### src/rtl/post_spi_link_if.sv
`default_nettype none
// ============================================================================
// Module   : post_spi_link_if
// Brief    : Byte-buffer handshake between the SPI link and the POST buffers.
// Revision : 1.0 - initial release
// ============================================================================
interface post_spi_link_if #(
    parameter int DATA_WIDTH = 8
);
    logic                  rx_full;
    logic [DATA_WIDTH-1:0] rx_data;
    logic                  tx_full;
    logic                  tx_load;
    logic [DATA_WIDTH-1:0] tx_data;
    logic                  rx_ack;

    // master = SPI link side, slave = buffer side
    modport master (
        input  rx_full, rx_data, tx_full,
        output tx_load, tx_data, rx_ack
    );

    modport slave (
        output rx_full, rx_data, tx_full,
        input  tx_load, tx_data, rx_ack
    );
endinterface
`default_nettype wire

### src/rtl/post_spi_link.sv
`default_nettype none
// ============================================================================
// Module   : post_spi_link
// Brief    : Oversampled SPI mode-0 slave exchanging flags + one byte per frame
//            between the board MCU and the POST box byte buffers.
// Revision : 1.0 - initial release
// ============================================================================
module post_spi_link #(
    parameter int SYNC_STAGES = 2,
    parameter int DATA_WIDTH  = 8
) (
    input  wire logic        fpga_clock_48mhz,
    input  wire logic        reset_n,
    input  wire logic        fpga_spi_cs,
    input  wire logic        fpga_spi_sck,
    input  wire logic        fpga_spi_mosi,
    output logic             fpga_spi_miso,
    output logic             spi_busy,
    post_spi_link_if.master  buf_if
);

    localparam int c_FRAME_BITS = 2 * DATA_WIDTH;
    localparam int c_CNT_W      = $clog2(c_FRAME_BITS + 1);
    localparam logic [c_CNT_W-1:0] c_CNT_FULL = c_CNT_W'(c_FRAME_BITS);

    localparam logic [1:0] c_ST_IDLE   = 2'd0;
    localparam logic [1:0] c_ST_SHIFT  = 2'd1;
    localparam logic [1:0] c_ST_COMMIT = 2'd2;

    logic [SYNC_STAGES-1:0]  r_cs_sync;
    logic [SYNC_STAGES-1:0]  r_sck_sync;
    logic [SYNC_STAGES-1:0]  r_mosi_sync;
    logic                    r_cs_prev;
    logic                    r_sck_prev;
    logic [1:0]              r_state;
    logic [c_CNT_W-1:0]      r_bit_cnt;
    logic [c_FRAME_BITS-1:0] r_miso_sr;
    logic [c_FRAME_BITS-1:0] r_mosi_sr;
    logic                    r_rx_full_s;
    logic                    r_tx_full_s;
    logic                    r_start_pend;

    logic                    w_cs;
    logic                    w_sck;
    logic                    w_mosi;
    logic                    w_cs_fall;
    logic                    w_cs_rise;
    logic                    w_sck_rise;
    logic                    w_sck_fall;
    logic                    w_mcu_has_byte;
    logic                    w_mcu_has_space;
    logic                    w_do_load;
    logic [c_FRAME_BITS-1:0] w_miso_load;
    logic                    w_unused_flags;

    assign w_cs   = r_cs_sync[SYNC_STAGES-1];
    assign w_sck  = r_sck_sync[SYNC_STAGES-1];
    assign w_mosi = r_mosi_sync[SYNC_STAGES-1];

    assign w_cs_fall  = r_cs_prev & ~w_cs;
    assign w_cs_rise  = ~r_cs_prev & w_cs;
    assign w_sck_rise = ~r_sck_prev & w_sck;
    assign w_sck_fall = r_sck_prev & ~w_sck;

    assign w_mcu_has_byte  = r_mosi_sr[DATA_WIDTH+1];
    assign w_mcu_has_space = r_mosi_sr[DATA_WIDTH];
    assign w_do_load       = w_mcu_has_byte & ~r_tx_full_s;
    assign w_unused_flags  = ^r_mosi_sr[c_FRAME_BITS-1:DATA_WIDTH+2];

    // Flags byte, then the rx byte only when there is one to report
    assign w_miso_load = {{(DATA_WIDTH-2){1'b0}}, buf_if.rx_full, ~buf_if.tx_full,
                          (buf_if.rx_full ? buf_if.rx_data : {DATA_WIDTH{1'b0}})};

    assign spi_busy = ~w_cs;

    always_ff @(posedge fpga_clock_48mhz or negedge reset_n) begin
        if (!reset_n) begin
            r_cs_sync      <= {SYNC_STAGES{1'b1}};
            r_sck_sync     <= '0;
            r_mosi_sync    <= '0;
            r_cs_prev      <= 1'b1;
            r_sck_prev     <= 1'b0;
            r_state        <= c_ST_IDLE;
            r_bit_cnt      <= '0;
            r_miso_sr      <= '0;
            r_mosi_sr      <= '0;
            r_rx_full_s    <= 1'b0;
            r_tx_full_s    <= 1'b0;
            r_start_pend   <= 1'b0;
            fpga_spi_miso  <= 1'b0;
            buf_if.tx_load <= 1'b0;
            buf_if.tx_data <= '0;
            buf_if.rx_ack  <= 1'b0;
        end else begin
            r_cs_sync      <= {r_cs_sync[SYNC_STAGES-2:0], fpga_spi_cs};
            r_sck_sync     <= {r_sck_sync[SYNC_STAGES-2:0], fpga_spi_sck};
            r_mosi_sync    <= {r_mosi_sync[SYNC_STAGES-2:0], fpga_spi_mosi};
            r_cs_prev      <= w_cs;
            r_sck_prev     <= w_sck;
            buf_if.tx_load <= 1'b0;
            buf_if.rx_ack  <= 1'b0;

            case (r_state)
                c_ST_IDLE: begin
                    if (w_cs_fall || r_start_pend) begin
                        r_start_pend  <= 1'b0;
                        r_rx_full_s   <= buf_if.rx_full;
                        r_tx_full_s   <= buf_if.tx_full;
                        r_miso_sr     <= w_miso_load;
                        fpga_spi_miso <= w_miso_load[c_FRAME_BITS-1];
                        r_bit_cnt     <= '0;
                        r_state       <= c_ST_SHIFT;
                    end
                end

                c_ST_SHIFT: begin
                    if (w_cs_rise) begin
                        if (r_bit_cnt == c_CNT_FULL) begin
                            // Pulses are issued here so they coincide with COMMIT
                            buf_if.tx_load <= w_do_load;
                            buf_if.rx_ack  <= w_mcu_has_space & r_rx_full_s;
                            if (w_do_load) begin
                                buf_if.tx_data <= r_mosi_sr[DATA_WIDTH-1:0];
                            end
                            r_state <= c_ST_COMMIT;
                        end else begin
                            r_state <= c_ST_IDLE;
                        end
                    end else begin
                        if (w_sck_rise && (r_bit_cnt != c_CNT_FULL)) begin
                            r_mosi_sr <= {r_mosi_sr[c_FRAME_BITS-2:0], w_mosi};
                            r_bit_cnt <= r_bit_cnt + c_CNT_W'(1);
                        end
                        if (w_sck_fall) begin
                            r_miso_sr     <= {r_miso_sr[c_FRAME_BITS-2:0], 1'b0};
                            fpga_spi_miso <= r_miso_sr[c_FRAME_BITS-2];
                        end
                    end
                end

                c_ST_COMMIT: begin
                    // A CS fall here would otherwise be lost; replay it from IDLE
                    if (w_cs_fall) begin
                        r_start_pend <= 1'b1;
                    end
                    r_state <= c_ST_IDLE;
                end

                default: begin
                    r_state <= c_ST_IDLE;
                end
            endcase
        end
    end

endmodule
`default_nettype wire

### src/flat_wrapper.sv
// flat-port wrapper written by rule: the top's interface ports become plain ports
module post_spi_link_flat 
#(
    parameter int SYNC_STAGES = 2,
    parameter int DATA_WIDTH  = 8
)
  (fpga_clock_48mhz, reset_n, fpga_spi_cs, fpga_spi_sck, fpga_spi_mosi, fpga_spi_miso, spi_busy, buf_if_rx_full, buf_if_rx_data, buf_if_tx_full, buf_if_tx_load, buf_if_tx_data, buf_if_rx_ack);
  post_spi_link_if #(.DATA_WIDTH(DATA_WIDTH)) buf_if_i ();
  input  wire logic fpga_clock_48mhz;
  input  wire logic reset_n;
  input  wire logic fpga_spi_cs;
  input  wire logic fpga_spi_sck;
  input  wire logic fpga_spi_mosi;
  output logic fpga_spi_miso;
  output logic spi_busy;
  input wire logic [$bits(buf_if_i.rx_full)-1:0] buf_if_rx_full;
  input wire logic [$bits(buf_if_i.rx_data)-1:0] buf_if_rx_data;
  input wire logic [$bits(buf_if_i.tx_full)-1:0] buf_if_tx_full;
  output wire logic [$bits(buf_if_i.tx_load)-1:0] buf_if_tx_load;
  output wire logic [$bits(buf_if_i.tx_data)-1:0] buf_if_tx_data;
  output wire logic [$bits(buf_if_i.rx_ack)-1:0] buf_if_rx_ack;
  assign buf_if_i.rx_full = buf_if_rx_full;
  assign buf_if_i.rx_data = buf_if_rx_data;
  assign buf_if_i.tx_full = buf_if_tx_full;
  assign buf_if_tx_load = buf_if_i.tx_load;
  assign buf_if_tx_data = buf_if_i.tx_data;
  assign buf_if_rx_ack = buf_if_i.rx_ack;
  post_spi_link #(.SYNC_STAGES(SYNC_STAGES), .DATA_WIDTH(DATA_WIDTH)) u_core (.fpga_clock_48mhz(fpga_clock_48mhz), .reset_n(reset_n), .fpga_spi_cs(fpga_spi_cs), .fpga_spi_sck(fpga_spi_sck), .fpga_spi_mosi(fpga_spi_mosi), .fpga_spi_miso(fpga_spi_miso), .spi_busy(spi_busy), .buf_if(buf_if_i));
endmodule
### config.mk
export PLATFORM = sky130hd
export DESIGN_NAME = post_spi_link_flat
export DESIGN_NICKNAME = d
export VERILOG_FILES = /design/src/rtl/post_spi_link_if.sv /design/src/rtl/post_spi_link.sv /design/src/flat_wrapper.sv
export SDC_FILE = /design/constraint.sdc
export NUM_CORES = 1
export LEC_CHECK = 0
export CAP_MARGIN = 40
export CORE_MARGIN = 2
export CORE_UTILIZATION = 50
export CTS_CLUSTER_DIAMETER = 150
export DETAILED_ROUTE_END_ITERATION = 10
export PLACE_DENSITY = 0.77
export RECOVER_POWER = 25
export SLEW_MARGIN = 20
export SYNTH_ARGS = -nofsm -noshare
export SYNTH_HDL_FRONTEND = slang
export SYNTH_SLANG_ARGS = --single-unit
### constraint.sdc
create_clock -name fpga_clock_48mhz -period 1.9 [get_ports fpga_clock_48mhz]
set_input_delay 0.57 -clock fpga_clock_48mhz [delete_from_list [all_inputs] [get_ports fpga_clock_48mhz]]
set_output_delay 0.57 -clock fpga_clock_48mhz [all_outputs]
set_load 0.02 [all_outputs]
# Word level (Yosys, flattened, before mapping)
# Index checks and enable logic that the tools add are counted.
# classes
addsub,1
n_mul,0
div,0
n_lt_le_gt_ge,0
eq_ne,10
shift,0
n_mux,25
bitwise,13
n_reduce_logical,12
# op_table
op,count
two-way mux 15 bit,3
case mux 15 bit (2 select lines),1
two-way mux 5 bit,3
AND reduction 4 bit,3
two-way mux 1 bit,10
"!= test 2 x 1 -> 1 bit, second input constant",5
case mux 5 bit (2 select lines),1
two-way mux 8 bit,1
NOT 1 bit,7
bitwise AND 1 bit,6
two-way mux 2 bit,3
AND reduction 3 bit,2
"adder 5 x 1 -> 5 bit, second input constant",1
"== test 5 bit, second input constant",1
"!= test 5 bit, second input constant",1
case mux 1 bit (2 select lines),2
case mux 2 bit (2 select lines),1
AND reduction 2 bit,2
nonzero test 2 bit,2
"== test 2 x 1 -> 1 bit, second input constant",1
"== test 2 bit, second input constant",1
logical NOT 2 bit,1
"!= test 2 bit, second input constant",1
logical AND 1 bit,1
logical OR 1 bit,1
# totals
register_bits,54
latchBits,0
ramBits,0
romBits,0
input_bits,15
out_inout_bits,12
wordCells,77
n_memories,0

# Depth between registers and ports, before layout
# logic_depth
depth_word,6
mapped_depth,7
depth_no_buf,6

# Worst setup path before layout
# OpenSTA, ideal clock, no wires.
# synth_path
kind,reg2reg
start,reg u_core.r_cs_prev
end,reg u_core.r_miso_sr[6]
setup_ps,125
arrival_ps,1565
required_time_ps,1775
path_slack_ps,210
path_stages_with_launch,6
path_buffers,1
synth_period_minus_slack_ps,1690
cell_sequence,dfstp_2 > nand2b_1 > nand2_2 > o21ai_4 > buf_8 > mux2_4
# synth_between
elab_chain_len,4
elab_cells_between_ends,7
cone_classes,eq/ne (2); bitwise (3); reduce/logical (2)
# synth_rtl
item,line_no,rtl
from (decl),post_spi_link.sv:33,logic r_cs_prev;
from (signal assigned),post_spi_link.sv:98,r_cs_prev <= w_cs;
bitwise AND 1 bit or NOT 1 bit (tied branches),"post_spi_link.sv:60, post_spi_link.sv:61",
logical OR 1 bit or bitwise AND 1 bit (tied branches),"post_spi_link.sv:105, post_spi_link.sv:61",
!= test 2 x 1 -> 1 bit (no source line) or != test 2 bit (tied branches),-,
AND reduction 4 bit (no source line) (*),-,
to (signal assigned),post_spi_link.sv:109,r_miso_sr <= w_miso_load;
to (signal assigned),post_spi_link.sv:135,"r_miso_sr <= {r_miso_sr[c_FRAME_BITS-2:0], 1'b0};"
to (decl),post_spi_link.sv:37,logic [c_FRAME_BITS-1:0] r_miso_sr;
# Mark *: on every way between the ends. The rest lies on a longest branch, timed or not.
# A chain may end at the register's enable or synchronous reset.

# Worst setup path in the final report
# layout_path
start,reg u_core.buf_if.tx_data[7]
end,out buf_if_tx_data[7]
# layout_rtl
item,line_no,rtl
from (decl),post_spi_link_if.sv:20,"output tx_load, tx_data, rx_ack"
from (signal assigned),post_spi_link.sv:123,buf_if.tx_data <= r_mosi_sr[DATA_WIDTH-1:0];
to (decl),flat_wrapper.sv:20,output wire logic [$bits(buf_if_i.tx_data)-1:0] buf_if_tx_data;
# No word-level cell between the ends.

==> out/results.txt <==
Post-synth top area cell: dfrtp_1
Worst hold path type: reg -> reg
Die area: 5271 um^2
Core ar.: 4444 um^2
Netlist cell types: 32
Largest net degree at the start of global routing: 55
Hold buffers post-CTS: 0
Worst path max stage delay: 0.61 ns
Crit path kind: reg -> out
Crit start category: flop
Synth area leaders: dfrtp_1 54%, mux2_2 8.1%, mux2_4 6.4%, nand2_1 4.5%, mux2i_1 3.4%
Critical Path Sink Type: output pin
Final TNS setup: 0 ns
Max frequency: 544.8 MHz
Post-CTS setup buffers: 0
Peak supply drop: 0.0006987 V
Max_slew headroom: 14.02%
Post-route ant nets: 0
WL final: 3770 um
Synthesized area per cell: 13.22 um^2
Sw Pwr: 959.1 uW
Worst-path cell chain: clkdlybuf4s50_1
Critical Path RT: 1.33 ns
Final #Nets: 227
Inserted Clock Buffers: 5
Synth Cell Area: 2354 um^2
Pwr/cell area: 1220 nW/um^2
Net Sw Frac: 27.92%
Vias in the first global route: 1,525
Warnings from Yosys: 0
Final setup fails: 0
Skew-Pair Late Insertion Delay: 0.29 ns
Buf/Inv on CP: 1
Wire length per cell: 14.33 um
Io pins: 27
Total congestion overflow: 0
Slew Limit Fails: 0
Diode count: 0
Min Tclk post-route: 1.836 ns
Critical path arrival: 1.27 ns
Antenna violations before repair: 0
Total number of vias: 1,375
Die Y: 72.61 um
Yosys reg bits: 54
Drt via density: 5.228
Port Buf Inserts: 26
Top FF cell, synth: dfrtp_1
Worst slew pin tran: 1.290 ns
Row count: 24
Worst-path clk slew: 0.09 ns
GRT Total Usage: 16.51%
Clock Sinks: 54
CTS Root Cell: clkbuf_8
RD Place Congestion: 0.7269
Internal power: 2476 uW
RSZ-0062 raised after global routing: false
Final clock skew: 0.005428 ns
Cells after DPL: 255
Syn_nets: 195
Clock buffer depth: 2
Layout cells sized above 1: 25.59%
Dpl hpwl: 2690 um
Iter 0 DRT Violations: 84
Global-route wire length before repair: 6824 um
Total leakage power: 0.001410 uW
Worst setup margin: 0.06446 ns
Drt pass-1 iters: 4
Fin crit share: 96.61%
Worst path slowest cell: clkdlybuf4s50_1
DRC violations left: 0
Outcome: completed
Final std cells w/o fill: 263
Die width: 72.61 um
Clock Power Share: 26.4%
Starting Density: 52.96%
Post-synth ARST share: 100.0%
Htree depth: 2
Place WS: 0.07345 ns
Post-Synthesis Cells: 178
Post-synth EDFFs: 0
Sequential share of the synthesized area: 57.58%
Max-cap violations: 0
Flop pwr share: 46.1%
Area grow syn2layout: 19.62%
Final hold violations: 0
Synth top area share: 54.23%
CTS tree: done
Crit-path leading delay family: buffers and inverters
Crit-path max FO: 2
Logic pwr share: 27.5%
-- worst register-to-register path: stages, from the launching register on --
cell,delay (ns)
dfstp_2,0.53
nand2b_1,0.24
nand2_2,0.12
o21ai_4,0.36
buf_4,0.25
mux2i_1,0.20
-- registers in the layout (all words and copies together) (netlist names), 2 cells and up --
signal	count
u_core.r_miso_sr	15
u_core.r_mosi_sr	10
u_core.buf_if.tx_data	8
u_core.r_bit_cnt	5
u_core.r_cs_sync	2
u_core.r_mosi_sync	2
u_core.r_sck_sync	2
u_core.r_state	2
-- synth_stat cells, drive strengths merged (2+ instances only) --
cell type   n
o21ai       3
nor2b       4
nand3      10
dfstp       3
nand2b      3
ha          2
and3        2
mux2i       8
nor2        3
buf         4
a22o        2
clkbuf      3
inv        11
nand2      29
dfrtp      51
a21oi       2
nor3        2
mux2       30
-- kinds of logic after synthesis --
logic type / Yosys count / share of synthesized area [%]
AOI/OAI and AO/OA: 10 / 3.828
adders and majority gates: 2 / 1.063
and+or+nand+nor: 56 / 13.88
muxes: 38 / 19.35
DFF: 54 / 57.58
buffers and inverters: 18 / 4.306
-- cell type report --
class | count | area (um^2)
clock buffers | 6 | 82.58
inverters | 11 | 41.29
repair buffers | 32 | 314.1
flip-flops and latches | 54 | 1355
fillers | 337 | 1629
clock inverters | 2 | 60.06
multi-input cells | 106 | 897.1
well taps | 52 | 65.06
-- what timing repair did --
action                                  CTS  global route
resized for setup                         1             2
endpoints found under the setup margin    1             5
pin swaps                                 0             1
gates cloned                              0             0
-- per-stage QoR --
stage / util [%] / hold WS [ns] / instance area, um^2 / power [uW]
final: 63.34 / 0.3560 / 2815 / 3435
after global placement: 60.39 / 0.3334 / 2684 / 2507
after global routing: 63.34 / 0.3717 / 2815 / 3654
after CTS: 63.57 / 0.2597 / 2825 / 3480
after detailed placement: 60.39 / 0.3372 / 2684 / 2563
after floorplan: - / 0.2744 / 2354 / 2346
-- per-layer routing --
metal | track usage (%) | part of all wire [%]
met3 | 3.591 | 4.4
met4 | 4.527 | 0.95
met1 | 20.91 | 44
met2 | 28.69 | 51
met5 | 0 | 0
-- placed cells by master (no fill, tap or decap), types with 2 or more instances in the layout --
cell type | synthesis | layout
nand2_1 | 28 | 28
mux2_2 | 17 | 17
nor2_1 | 3 | 3
dlymetal6s2s_1 | 0 | 2
inv_1 | 11 | 11
bufinv_16 | 0 | 2
mux2_1 | 3 | 3
a21oi_1 | 2 | 2
nand3_1 | 10 | 10
o21ai_4 | 2 | 2
nand2b_1 | 3 | 3
mux2i_1 | 8 | 8
and3_1 | 2 | 2
a22o_1 | 2 | 2
nor2b_2 | 2 | 2
ha_1 | 2 | 2
nor2b_1 | 2 | 2
dfrtp_1 | 51 | 51
clkbuf_8 | 0 | 6
dfstp_2 | 3 | 3
mux2_4 | 10 | 10
buf_4 | 1 | 4
clkdlybuf4s50_1 | 0 | 22
-- worst paths after layout --
path                            cells past startpoint                startpoint  slack [ns]                       end
worst min register to register                      0     u_core.r_mosi_sync[0]        0.36     u_core.r_mosi_sync[1]
worst min-delay path                                0     u_core.r_mosi_sync[0]        0.36     u_core.r_mosi_sync[1]
worst max-delay path                                1  u_core.buf_if.tx_data[7]        0.06         buf_if_tx_data[7]
min in group asynchronous                           2                   reset_n        0.63       u_core.r_miso_sr[1]
max in group asynchronous                           2                   reset_n        0.50  u_core.buf_if.tx_data[3]
worst max register to register                      5          u_core.r_cs_prev        0.12      u_core.r_miso_sr[11]
-- power groups by stage --
| stage | Clock (uW) | Combinational (uW) | Sequential (uW) |
|---|---|---|---|
| 2_1_floorplan | 0 | 792 | 1550 |
| 3_3_place_gp | 0 | 920 | 1590 |
| 3_5_place_dp | 0 | 960 | 1600 |
| 4_1_cts | 930 | 965 | 1590 |
| 5_1_grt | 985 | 1050 | 1620 |
| 6_report | 907 | 943 | 1580 |
(Power assumes the default switching activity.)
